===== config.mk =====
export PLATFORM = sky130hd
export DESIGN_NAME = dlx_fetch_stage
export DESIGN_NICKNAME = d
export VERILOG_FILES = /design/src/rtl/dlx_fetch_stage.sv
export SDC_FILE = /design/constraint.sdc
export NUM_CORES = 1
export LEC_CHECK = 0
export CAP_MARGIN = 20
export CELL_PAD_IN_SITES_DETAIL_PLACEMENT = 1
export CELL_PAD_IN_SITES_GLOBAL_PLACEMENT = 2
export CORE_AREA = 2 2 175 134
export CTS_CLUSTER_SIZE = 16
export DETAILED_ROUTE_END_ITERATION = 8
export DIE_AREA = 0 0 177 136
export PLACE_DENSITY_LB_ADDON = 0.1
export REMOVE_ABC_BUFFERS = 1
export SYNTH_ARGS = -nofsm -noshare
export SYNTH_HDL_FRONTEND = slang
export SYNTH_SLANG_ARGS = --single-unit

===== constraint.sdc =====
create_clock -name clk -period 3.15 [get_ports clk]
set_input_delay 0.315 -clock clk [delete_from_list [all_inputs] [get_ports clk]]
set_output_delay 0.315 -clock clk [all_outputs]
set_load 0.01 [all_outputs]

===== src/rtl/dlx_fetch_stage.sv =====
// DLX instruction-fetch stage: owns the PC, drives instruction memory, and
// loads the IF/ID register with redirect squash, stall hold and TRAP halt.
module dlx_fetch_stage #(
  parameter logic [31:0] RESET_PC    = 32'h0000_0000,
  parameter logic [31:0] NOP_INSTR   = 32'h0000_0000,
  parameter logic [5:0]  TRAP_OPCODE = 6'b010001
) (
  input  logic        clk,
  input  logic        reset,
  input  logic        stall,
  input  logic        redirect,
  input  logic [31:0] redirect_pc,
  output logic        imem_cs,
  output logic        imem_oe,
  output logic        imem_we,
  output logic [31:0] imem_addr,
  input  logic [0:31] imem_dout,
  output logic [0:31] if_instr,
  output logic [31:0] if_npc,
  output logic        if_valid,
  output logic        halted,
  output logic [31:0] fetch_count
);

  typedef enum logic {RUN, HALT} state_e;

  state_e      state_q, state_d;
  logic [31:0] pc_q, pc_d;
  logic [0:31] instr_q, instr_d;
  logic [31:0] npc_q, npc_d;
  logic        valid_q, valid_d;
  logic [31:0] cnt_q, cnt_d;

  logic [31:0] pc_inc;
  logic        is_trap;
  logic        unused_rpc_lsbs;

  assign pc_inc  = pc_q + 32'd4;
  assign is_trap = (imem_dout[0:5] == TRAP_OPCODE);
  // Redirect targets are word-aligned; the byte offset is dropped.
  assign unused_rpc_lsbs = ^redirect_pc[1:0];

  always_comb begin
    state_d = state_q;
    pc_d    = pc_q;
    instr_d = instr_q;
    npc_d   = npc_q;
    valid_d = valid_q;
    cnt_d   = cnt_q;
    case (state_q)
      RUN: begin
        if (redirect) begin
          pc_d    = {redirect_pc[31:2], 2'b00};
          instr_d = NOP_INSTR;
          valid_d = 1'b0;
        end else if (!stall) begin
          instr_d = imem_dout;
          npc_d   = pc_inc;
          valid_d = 1'b1;
          cnt_d   = cnt_q + 32'd1;
          // A TRAP is delivered to decode but the PC parks on it.
          if (is_trap) state_d = HALT;
          else         pc_d    = pc_inc;
        end
      end
      HALT: begin
        if (!stall) begin
          instr_d = NOP_INSTR;
          valid_d = 1'b0;
        end
      end
      default: state_d = RUN;
    endcase
  end

  always_ff @(posedge clk) begin
    if (reset) begin
      state_q <= RUN;
      pc_q    <= RESET_PC;
      instr_q <= NOP_INSTR;
      npc_q   <= 32'd0;
      valid_q <= 1'b0;
      cnt_q   <= 32'd0;
    end else begin
      state_q <= state_d;
      pc_q    <= pc_d;
      instr_q <= instr_d;
      npc_q   <= npc_d;
      valid_q <= valid_d;
      cnt_q   <= cnt_d;
    end
  end

  assign imem_addr   = pc_q;
  assign imem_cs     = (state_q == RUN);
  assign imem_oe     = (state_q == RUN);
  assign imem_we     = 1'b0;
  assign if_instr    = instr_q;
  assign if_npc      = npc_q;
  assign if_valid    = valid_q;
  assign halted      = (state_q == HALT);
  assign fetch_count = cnt_q;

endmodule


# Word level (Yosys, flattened, before mapping)
# Cells that the tools add are included.
[classes] n_addsub=2 n_eq_ne=5 muxes=15 reduce_logical=3 bitwise=3
[op_table] cell="$mux 32" count=6
[op_table] cell="$pmux 32 s2" count=1
[op_table] cell="$add 32x1->32 const B" count=1
[op_table] cell="$add 32x3->32 const B" count=1
[op_table] cell="$mux 1" count=7
[op_table] cell="$eq 6x5->1 const B" count=1
[op_table] cell="$reduce_and 3->1" count=2
[op_table] cell="$ne 2x2->1 const B" count=2
[op_table] cell="$ne 3x3->1 const B" count=1
[op_table] cell="$not 1->1" count=3
[op_table] cell="$ne 2x1->1 const B" count=1
[op_table] cell="$pmux 1 s2" count=1
[op_table] cell="$reduce_and 2->1" count=1
[totals] input_bits=68 wordCells=34 output_inout_bits=133 regBits=130

# Logic depth before layout (Yosys ltp)
# Gate-level depths: netlist of the first run.
[depth] ltp_word=5 depth_mapped=8 depth_no_buf=6

# Least setup slack after synthesis of the first run
# OpenSTA, ideal clock, no wires.
[synth_path] path_type="register -> register" startpoint="register pc_q[2] (netlist: imem_addr[2])" endpoint="register pc_q[30] (netlist: imem_addr[30])" arrival_ps=1925 setup_time_ps=81 path_stages_with_launch=7 path_slack_ps=1144 path_cell_list="dfxtp_1 ha_1 nand3_1 nor3_1 nand2_1 or4_1 a41oi_1"
[synth_between] elab_chain_cells=4
[synth_lines] element="start, declared" line_no="28" rtl="logic [31:0] pc_q, pc_d;"
[synth_lines] element="start signal, assigned" line_no="86" rtl="pc_q <= pc_d;"
[synth_lines] element="$add 32x3->32" line_no="38" rtl="assign pc_inc = pc_q + 32'd4;"
[synth_lines] element="$mux 32" line_no="62" rtl="if (is_trap) state_d = HALT;"
[synth_lines] element="$mux 32" line_no="56" rtl="end else if (!stall) begin"
[synth_lines] element="$mux 32" line_no="52" rtl="if (redirect) begin"
# Every way passes these cells. The select of a mux whose other input is x is not followed.
# A chain may end at the register's enable or synchronous reset.

# Final worst setup path of the first run
# Ends and elaborated chain as after synthesis.

==> summary.txt, run 1 <==
Post-synth top flop - dfxtp_1
Yosys reg bits - 126
Synth area leaders - dfxtp_1 (43%), nor2_1 (6.5%), a21oi_1 (4.3%)
Async SR Flop Fraction - 0%
CTS sink cnt - 126
f_max - 384 MHz
via count - 6090
largest net degree at the start of global routing - 79
period utilization - 82.8%
crit-path cells - ha_1 > nand3_1 > nor3_1 > buf_4 > nand2_1 > or4_1 > a41oi_1
post-synth top area share - 42.6%
GR Util met2 - 28.2%
clock buffer count from CTS - 17
gpl congestion - 0.767
Final WS setup - 0.543 ns
synthesis warning total - 0
Max VDD drop - 0.308 mV
Top-Level Pins - 201
antenna violations before repair - 1
PostCTS Resize Cnt - 0
Starting DRT DRC Count - 286
pre-CTS setup slack - 0.504 ns
PD cells - 484 nW/um2
Clock Root Buffer - clkbuf_16
Yosys cell types - 54
top-count cell post-synth - dfxtp_1
Initial Util - 26.3%
post-route cell area - 8670 um2
Pre-Repair DR Iteration Count - 4
Die Y - 136 um
RSZ-0062 raised after global routing - false
H-tree depth reported by CTS - 4
Rows - 48
area delta synth->final - 46.2%
Critical Setup Path Class - register to register
critical path data arrival time - 2.94 ns
die width - 177 um
ratio of cells with drive above 1 in the final layout - 7.01%
CP top delay family - simple AND/OR/NAND/NOR gates
CTS max path bufs - 2
Worst Tran Pin Value - 0.905 ns
Yosys top cell by area - dfxtp_1
Fin. Hold Viols - 0
core area - 22500 um2
first-pass GRT wire length - 33700 um
final net count - 971
routed vias/inst - 5.02
Post-synth EDFFs - 0
grt ovf - 0
IO buf count - 193
worst-path fanout max - 14
Pleak - 2.90 nW
multi-input logic area - 3090 um2
CTS tree - built
Final min period - 2.61 ns
register area share after synthesis - 42.6%
Cell Area, Synth - 5930 um2
die area - 24100 um2
Max Cap Viol - 0
Clock Latency Late Sink - 0.42 ns
DRT Wirelength - 21700 um
WL per Instance - 17.9 um
Area after DPL - 8090 um2
fillers - 2628
largest stage delay on the critical path - 0.49 ns
# setup viols final - 0
drc violations - 0
CP Launch Type - register
syn avg cell area - 8.10 um2
type of the worst min-delay path - input port to register
met1 Track Usage GR - 22.9%
Register Area - 2520 um2
total setup buffers inserted after CTS - 0
all-layer global routing usage - 17.8%
Synth Instances - 732
vias in the first global route - 6237
Required @ worst endpoint - 3.48 ns
M3 GR Usage - 6.57%
hold_buf cts - 0
Worst path slowest cell - dfxtp_1
clock slew at reported path FFs - 0.06 ns
Final Skew - 0.0115 ns
Routed Antenna Nets - 0
Worst setup EP type - register
status - finished, final reports clean
Buf/Inv on CP - 1
busiest layer in global routing - met2
Post-synth top cells - dfxtp_1 (126), nor2_1 (103), nand2_1 (67), a21oi_1 (51), o21ai_0 (45)
Max-slew headroom - 39.7%
fin. max-slew vios - 0
Post-DP HPWL - 15200 um
registers in the layout, indices dropped and copies added, names as in the netlist:
name	cells
fetch_count	32
if_instr	32
if_npc	30
imem_addr	30
halted	1
if_valid	1
power breakdown:
group          internal [mW]  switching (mW)  total [mW]
combinational          0.266           0.245       0.511
sequential              1.66          0.0730        1.73
clock                   1.16           0.785        1.95
cell type report:
type                            count  area share [%]
Sequential cell                   126            29.1
Clock inverter                     13            1.66
Timing Repair Buffer              211            23.8
Tap cell                          300            4.33
Clock buffer                       18            4.95
Antenna cell                        1          0.0289
Inverter                           11           0.476
Multi-Input combinational cell    534            35.7
layer usage:
metal  vias to the layer above  wire, um  share of wire [%]
met5                         -         0                  0
met4                         0       187               0.86
met3                        13      1610                7.4
met2                       155      9940                 46
met1                      2980     10000                 46
li1                       2942         -                  -
metrics by stage:
| step | setup TNS, ns | hold slack [ns] | std cells | utilization, % | power, mW |
|---|---|---|---|---|---|
| global placement | 0 | 0.468 | 1182 | 35.9 | 2.27 |
| finish | 0 | 0.305 | 1214 | 38.5 | 4.19 |
| detailed placement | 0 | 0.469 | 1182 | 35.9 | 2.28 |
| CTS | 0 | 0.289 | 1213 | 38.5 | 4.26 |
| global route | 0 | 0.298 | 1213 | 38.5 | 4.38 |
| floorplan | -10.24 | 0.384 | 671 | - | 1.94 |
worst reg2reg max path, cell delays in order (launching register included):
cell and delay (ns):
dfxtp_1 0.49, ha_1 0.37, nand3_1 0.26, nor3_1 0.34
buf_4 0.28, nand2_1 0.16, or4_1 0.43, a41oi_1 0.21
logic make-up after synthesis:
kind of cell / synth area share (%)
xor gates and xnor gates: 7.09
muxes: 0.359
DFF: 42.6
and+or+nand+nor: 23.6
other: 0.0633
buffers and inverters: 5.55
AOI/OAI and AO/OA: 20.3
adders and majority gates: 0.422
final timing paths:
kind / startpoint / to / slack (ns) / depth (start not counted)
worst max-delay path: imem_addr[2]$_SDFFE_PP0P_ / imem_addr[30]$_SDFFE_PP0P_ / 0.54 / 7
worst min register to register: if_npc[3]$_SDFFE_PP0P_ / if_npc[3]$_SDFFE_PP0P_ / 0.48 / 2
worst min-delay path: reset / if_instr[27]$_SDFFE_PP0P_ / 0.30 / 2
worst max register to register: imem_addr[2]$_SDFFE_PP0P_ / imem_addr[30]$_SDFFE_PP0P_ / 0.54 / 7
cell usage in the layout (no fill, tap or decap), types with 7 or more instances in the layout:
| cell type | n |
|---|---|
| o21ai_0 | 45 |
| nor4_1 | 13 |
| or3_1 | 14 |
| a21oi_1 | 51 |
| nor3_1 | 11 |
| a211oi_1 | 13 |
| nand4_1 | 15 |
| nand2_1 | 67 |
| and4_1 | 7 |
| a31oi_1 | 13 |
| dfxtp_1 | 126 |
| buf_4 | 19 |
| a22oi_1 | 34 |
| clkbuf_16 | 17 |
| inv_1 | 10 |
| nor2_1 | 102 |
| nand3_1 | 29 |
| o31ai_1 | 7 |
| clkdlybuf4s50_1 | 191 |
| xnor2_1 | 29 |
| xor2_1 | 19 |
No activity file was read; power rests on OpenSTA's default activity.
==> run 2: changes to the inputs <==
Settings changed: CORE_AREA 2 2 175 134 to 2 2 181 139, DIE_AREA 0 0 177 136 to 0 0 183 141.
Clock period 3.15 ns to 2.6 ns, I/O delays scaled along.
==> summary.txt, run 2 (synthesis gave the netlist of run 1 again) <==
WL per Instance - 18.1 um (+1.1%)
die width - 183 um (+3.4%)
critical path data arrival time - 2.74 ns (-0.20 ns)
largest stage delay on the critical path - 0.46 ns (-0.03 ns)
Max Cap Viol - 0 (unchanged)
Final Skew - 0.0112 ns (-0.000366 ns)
hold_buf cts - 0 (unchanged)
pre-CTS setup slack - 0.154 ns (-0.350 ns)
Routed Antenna Nets - 0 (unchanged)
first-pass GRT wire length - 35500 um (+5.3%)
core area - 24300 um2 (+7.8%)
Clock Latency Late Sink - 0.42 ns (about the same)
clock slew at reported path FFs - 0.06 ns (about the same)
all-layer global routing usage - 17.5% (-0.38 points)
Pleak - 2.98 nW (+2.9%)
antenna violations before repair - 0 (-1)
Worst setup EP type - register
CTS max path bufs - 2 (unchanged)
post-route cell area - 8820 um2 (+1.8%)
status - finished, final reports clean
f_max - 415 MHz (+8.1%)
Top-Level Pins - 201 (unchanged)
Worst Tran Pin Value - 0.964 ns (+0.0592 ns)
Required @ worst endpoint - 2.93 ns (-0.55 ns)
Die Y - 141 um (+3.7%)
CTS tree - built
area delta synth->final - 48.8%
most frequent cells in the layout - clkdlybuf4s50_1 (191), dfxtp_1 (126), nor2_1 (102), nand2_1 (67), a21oi_1 (51)
Final min period - 2.41 ns (-0.196 ns)
gpl congestion - 0.730 (-4.7%)
Final WS setup - 0.189 ns (-0.354 ns)
most common cell after layout, fill and taps aside - clkdlybuf4s50_1
Max-slew headroom - 35.7% (-4.0 points)
via count - 6119 (+0.48%)
Critical Setup Path Class - register to register
Starting DRT DRC Count - 287 (+0.35%)
Clock Root Buffer - clkbuf_16
RSZ-0062 raised after global routing - false
CP Launch Type - register
largest net degree at the start of global routing - 109 (+38%)
Hold Slack - 0.374 ns (+0.0698 ns)
ratio of cells with drive above 1 in the final layout - 8.13% (+1.1 points)
routed vias/inst - 4.95 (-1.2%)
PD cells - 597 nW/um2 (+23%)
fin. max-slew vios - 0 (unchanged)
# setup viols final - 0 (unchanged)
vias in the first global route - 6380 (+2.3%)
H-tree depth reported by CTS - 4 (unchanged)
die area - 25800 um2 (+7.2%)
Area after DPL - 8200 um2 (+1.3%)
DRT Wirelength - 22400 um (+2.8%)
final net count - 980 (+0.93%)
crit-path cells - ha_2 > nand3_1 > nor3_1 > buf_4 > nand2_1 > or4_1 > a41oi_1
total setup buffers inserted after CTS - 0 (unchanged)
Worst path slowest cell - dfxtp_1
Fin. Hold Viols - 0 (unchanged)
Post-DP HPWL - 15400 um (+1.4%)
CTS sink cnt - 126 (unchanged)
Pre-Repair DR Iteration Count - 4 (unchanged)
drc violations - 0 (unchanged)
Max VDD drop - 0.402 mV (+31%)
clock buffer count from CTS - 17 (unchanged)
Rows - 50 (+4.2%)
Initial Util - 24.4% (-1.9 points)
period utilization - 92.7% (+10 points)
number of diodes - 0 (-1)
grt ovf - 0 (unchanged)
Buf/Inv on CP - 1 (unchanged)
worst-path fanout max - 14 (unchanged)
IO buf count - 193 (unchanged)
CP top delay family - simple AND/OR/NAND/NOR gates
type of the worst min-delay path - input port to register
run 2: cell types whose count changed in the layout (fill, tap and decap cells not counted):
cell,change
buf_4,+7
clkinvlp_4,-2
buf_12,+2
bufinv_16,+1
ha_1,-1
clkinv_2,+2
ha_2,+1
clkinv_4,-4
diode_2,-1
clkbuf_8,+4
run 2: layer usage:
| layer | vias up | GRT usage [%] | wire length, um |
|---|---|---|---|
| li1 | 2965 | - | - |
| met1 | 2983 | 22.8 | 10500 |
| met2 | 153 | 27.7 | 10100 |
| met3 | 18 | 5.73 | 1490 |
| met4 | 0 | 4.67 | 254 |
| met5 | - | 0 | 0 |
run 2: per-stage QoR:
| stage | total power, mW | TNS [ns] | utilization (%) | instances |
|---|---|---|---|---|
| after floorplan | 2.35 | -24.32 | - | 671 |
| after global placement | 2.77 | 0 | 33.8 | 1203 |
| after detailed placement | 2.79 | 0 | 33.8 | 1203 |
| after CTS | 5.36 | 0 | 36.3 | 1235 |
| after global routing | 5.51 | 0 | 36.3 | 1235 |
| final | 5.26 | 0 | 36.3 | 1235 |
run 2: path summary, 6_finish.rpt:
check	start	to	slack, ns	cells past startpoint
max	imem_addr[2]$_SDFFE_PP0P_	imem_addr[30]$_SDFFE_PP0P_	0.19	7
min	reset	fetch_count[17]$_SDFFE_PP0P_	0.37	3
max reg2reg	imem_addr[2]$_SDFFE_PP0P_	imem_addr[30]$_SDFFE_PP0P_	0.19	7
min reg2reg	if_npc[3]$_SDFFE_PP0P_	if_npc[3]$_SDFFE_PP0P_	0.46	2
run 2: area by class of cell:
type / count / area (um2)
clock inverter: 10 / 134
inverter: 11 / 41.3
fill: 2859 / 15500
multi-input combinational: 534 / 3090
sequential: 126 / 2520
clock buffer: 22 / 484
timing repair buffer: 220 / 2150
tap: 312 / 390
run 2: what timing repair did:
| item | in CTS | in global routing |
|---|---|---|
| endpoints found under the setup margin | 0 | 1 |
| gates resized for setup | 0 | 1 |
| endpoints found under the hold margin | 0 | 0 |
run 2: power breakdown:
group / internal [mW] / switching, mW
clock: 1.61 / 0.918
sequential: 2.01 / 0.0822
combinational: 0.334 / 0.312
total: 3.95 / 1.31
run 2: worst register-to-register path, cell delays in order, from the launching register on:
cell	delay, ns
dfxtp_1	0.46
ha_2	0.31
nand3_1	0.22
nor3_1	0.31
buf_4	0.27
nand2_1	0.13
or4_1	0.42
a41oi_1	0.21
==> run 3: changes to the inputs <==
Settings changed: CAP_MARGIN 20 to 40.
==> summary.txt, run 3 (synthesis gave the netlist of run 1 again) <==
IO buf count - 193 (unchanged)
CTS max path bufs - 2 (unchanged)
largest net degree at the start of global routing - 109 (unchanged)
clock share of power - 45.8% (-2.2 points)
pre-CTS setup slack - 0.168 ns (+0.0146 ns)
Max-slew headroom - 48.6% (+13 points)
CTS tree - built
routed vias/inst - 4.90 (-1.1%)
status - finished, final reports clean
vias in the first global route - 6290 (-1.4%)
Met3 Routed Length - 1630 um (+9.4%)
first-pass GRT wire length - 35200 um (-0.85%)
cell-internal power - 3.71 mW (-6.1%)
worst-path fanout max - 14 (unchanged)
Sw Pwr - 1.35 mW (+2.6%)
Met1 Routed Length - 10300 um (-2.4%)
Worst Tran Pin Value - 0.764 ns (-0.200 ns)
period utilization - 89.6% (-3.1 points)
CP Launch Type - register
DR top layer - met4
Die Y - 141 um (unchanged)
gpl congestion - 0.730 (unchanged)
number of diodes - 0 (unchanged)
met2 routed WL - 9920 um (-1.7%)
Initial Util - 24.4% (unchanged)
fin cells - 1236 (+0.081%)
clock slew at reported path FFs - 0.06 ns (about the same)
grt ovf - 0 (unchanged)
drc violations - 0 (unchanged)
DRT Wirelength - 22100 um (-1.3%)
Util after Layout - 36.2% (-0.098 points)
Pre-Repair DR Iteration Count - 4 (unchanged)
Clock Root Buffer - clkbuf_16
Top-Level Pins - 201 (unchanged)
Routed Antenna Nets - 0 (unchanged)
Fin. Hold Viols - 0 (unchanged)
Starting DRT DRC Count - 257 (-10%)
Worst setup EP type - register
largest stage delay on the critical path - 0.45 ns (about the same)
Logic pwr share - 12.8% (+0.5 points)
RSZ-0062 raised after global routing - false
most common cell after layout, fill and taps aside - clkdlybuf4s50_1
crit-path cells - ha_2 > nand3_1 > nor3_1 > buf_4 > nand2_1 > or4_1 > a41oi_1
die area - 25800 um2 (unchanged)
Post-DP HPWL - 15300 um (-0.52%)
final net count - 981 (+0.10%)
Clock Latency Late Sink - 0.43 ns (about the same)
Critical Setup Path Class - register to register
core area - 24300 um2 (unchanged)
most frequent cells in the layout - clkdlybuf4s50_1 (191), dfxtp_1 (126), nor2_1 (102), nand2_1 (67), a21oi_1 (51)
type of the worst min-delay path - input port to register
all-layer global routing usage - 17.4% (-0.052 points)
Max VDD drop - 0.398 mV (-0.84%)
# setup viols final - 0 (unchanged)
via count - 6059 (-0.98%)
CTS sink cnt - 126 (unchanged)
WL per Instance - 17.8 um (-1.4%)
ratio of cells with drive above 1 in the final layout - 8.33% (+0.21 points)
area delta synth->final - 48.4%
critical path data arrival time - 2.67 ns (-0.07 ns)
dpl cells - 1204 (+0.083%)
f_max - 429 MHz (+3.4%)
PD cells - 575 nW/um2 (-3.7%)
Final Skew - 0.0122 ns (+0.00104 ns)
setup TNS - 0 ns (unchanged)
antenna violations before repair - 0 (unchanged)
clock buffer count from CTS - 17 (unchanged)
Required @ worst endpoint - 2.94 ns (about the same)
H-tree depth reported by CTS - 4 (unchanged)
Final min period - 2.33 ns (-0.0804 ns)
Rows - 50 (unchanged)
Final WS setup - 0.269 ns (+0.0804 ns)
fin. max-slew vios - 0 (unchanged)
Max Cap Viol - 0 (unchanged)
Worst path slowest cell - dfxtp_1
sequential power share - 41.4% (+1.6 points)
die width - 183 um (unchanged)
switching share of power - 26.6% (+1.7 points)
Pleak - 2.96 nW (-0.74%)
## run 3: cell types whose count changed in the layout (fill, tap and decap cells not counted)
cell / change
clkbuf_8: -2
bufinv_16: -2
clkinvlp_4: +3
buf_16: +1
clkinv_4: +1
clkbuf_1: -1
inv_6: +1
## run 3: per-stage QoR
step	hold WS (ns)	cell area (um2)	power (mW)
6_report	0.394	8790	5.06
3_5_place_dp	0.464	8230	2.79
4_1_cts	0.394	8790	5.15
3_3_place_gp	0.449	8200	2.77
5_1_grt	0.406	8790	5.31
2_1_floorplan	0.329	5650	2.35
## run 3: layout make-up
type                       count  area (um2)
clock buffer                  19         453
clock inverter                13         114
fill                        2825       15500
inverter                      11        41.3
multi-input combinational    534        3090
sequential                   126        2520
tap                          312         390
timing repair buffer         221        2180
## run 3: critical path: cells and delay by family (launching register included)
family	cells	cell delay, ns
simple gates	4	1.03
fa+ha+maj	1	0.30
flops	1	0.45
buf+inv	1	0.26
compound gates	1	0.20
## run 3: repair_timing
| action | CTS | global route |
|---|---|---|
| hold buffers | 0 | 0 |
| endpoints found under the hold margin | 0 | 0 |
| gates resized for setup | 0 | 1 |
| endpoints found under the setup margin | 0 | 1 |
| setup buffers | 0 | 0 |
## run 3: routing by layer
metal  vias up  GRT usage [%]
met4         0           4.72
met3        15           6.33
li1       2952              -
met2       149           27.1
met1      2943           22.7
met5         -              0
## run 3: final timing paths
check | startpoint | cells after the start | slack [ns] | to
max | imem_addr[2]$_SDFFE_PP0P_ | 7 | 0.27 | imem_addr[30]$_SDFFE_PP0P_
max reg2reg | imem_addr[2]$_SDFFE_PP0P_ | 7 | 0.27 | imem_addr[30]$_SDFFE_PP0P_
min | reset | 3 | 0.39 | fetch_count[13]$_SDFFE_PP0P_
min reg2reg | if_npc[3]$_SDFFE_PP0P_ | 2 | 0.47 | if_npc[3]$_SDFFE_PP0P_
## run 3: power by group through the flow
stage	Combinational, mW	Sequential, mW	Clock, mW
finish	0.649	2.09	2.32
global placement	0.640	2.13	0
floorplan	0.197	2.16	0
CTS	0.660	2.09	2.40
global route	0.709	2.11	2.50
detailed placement	0.656	2.13	0
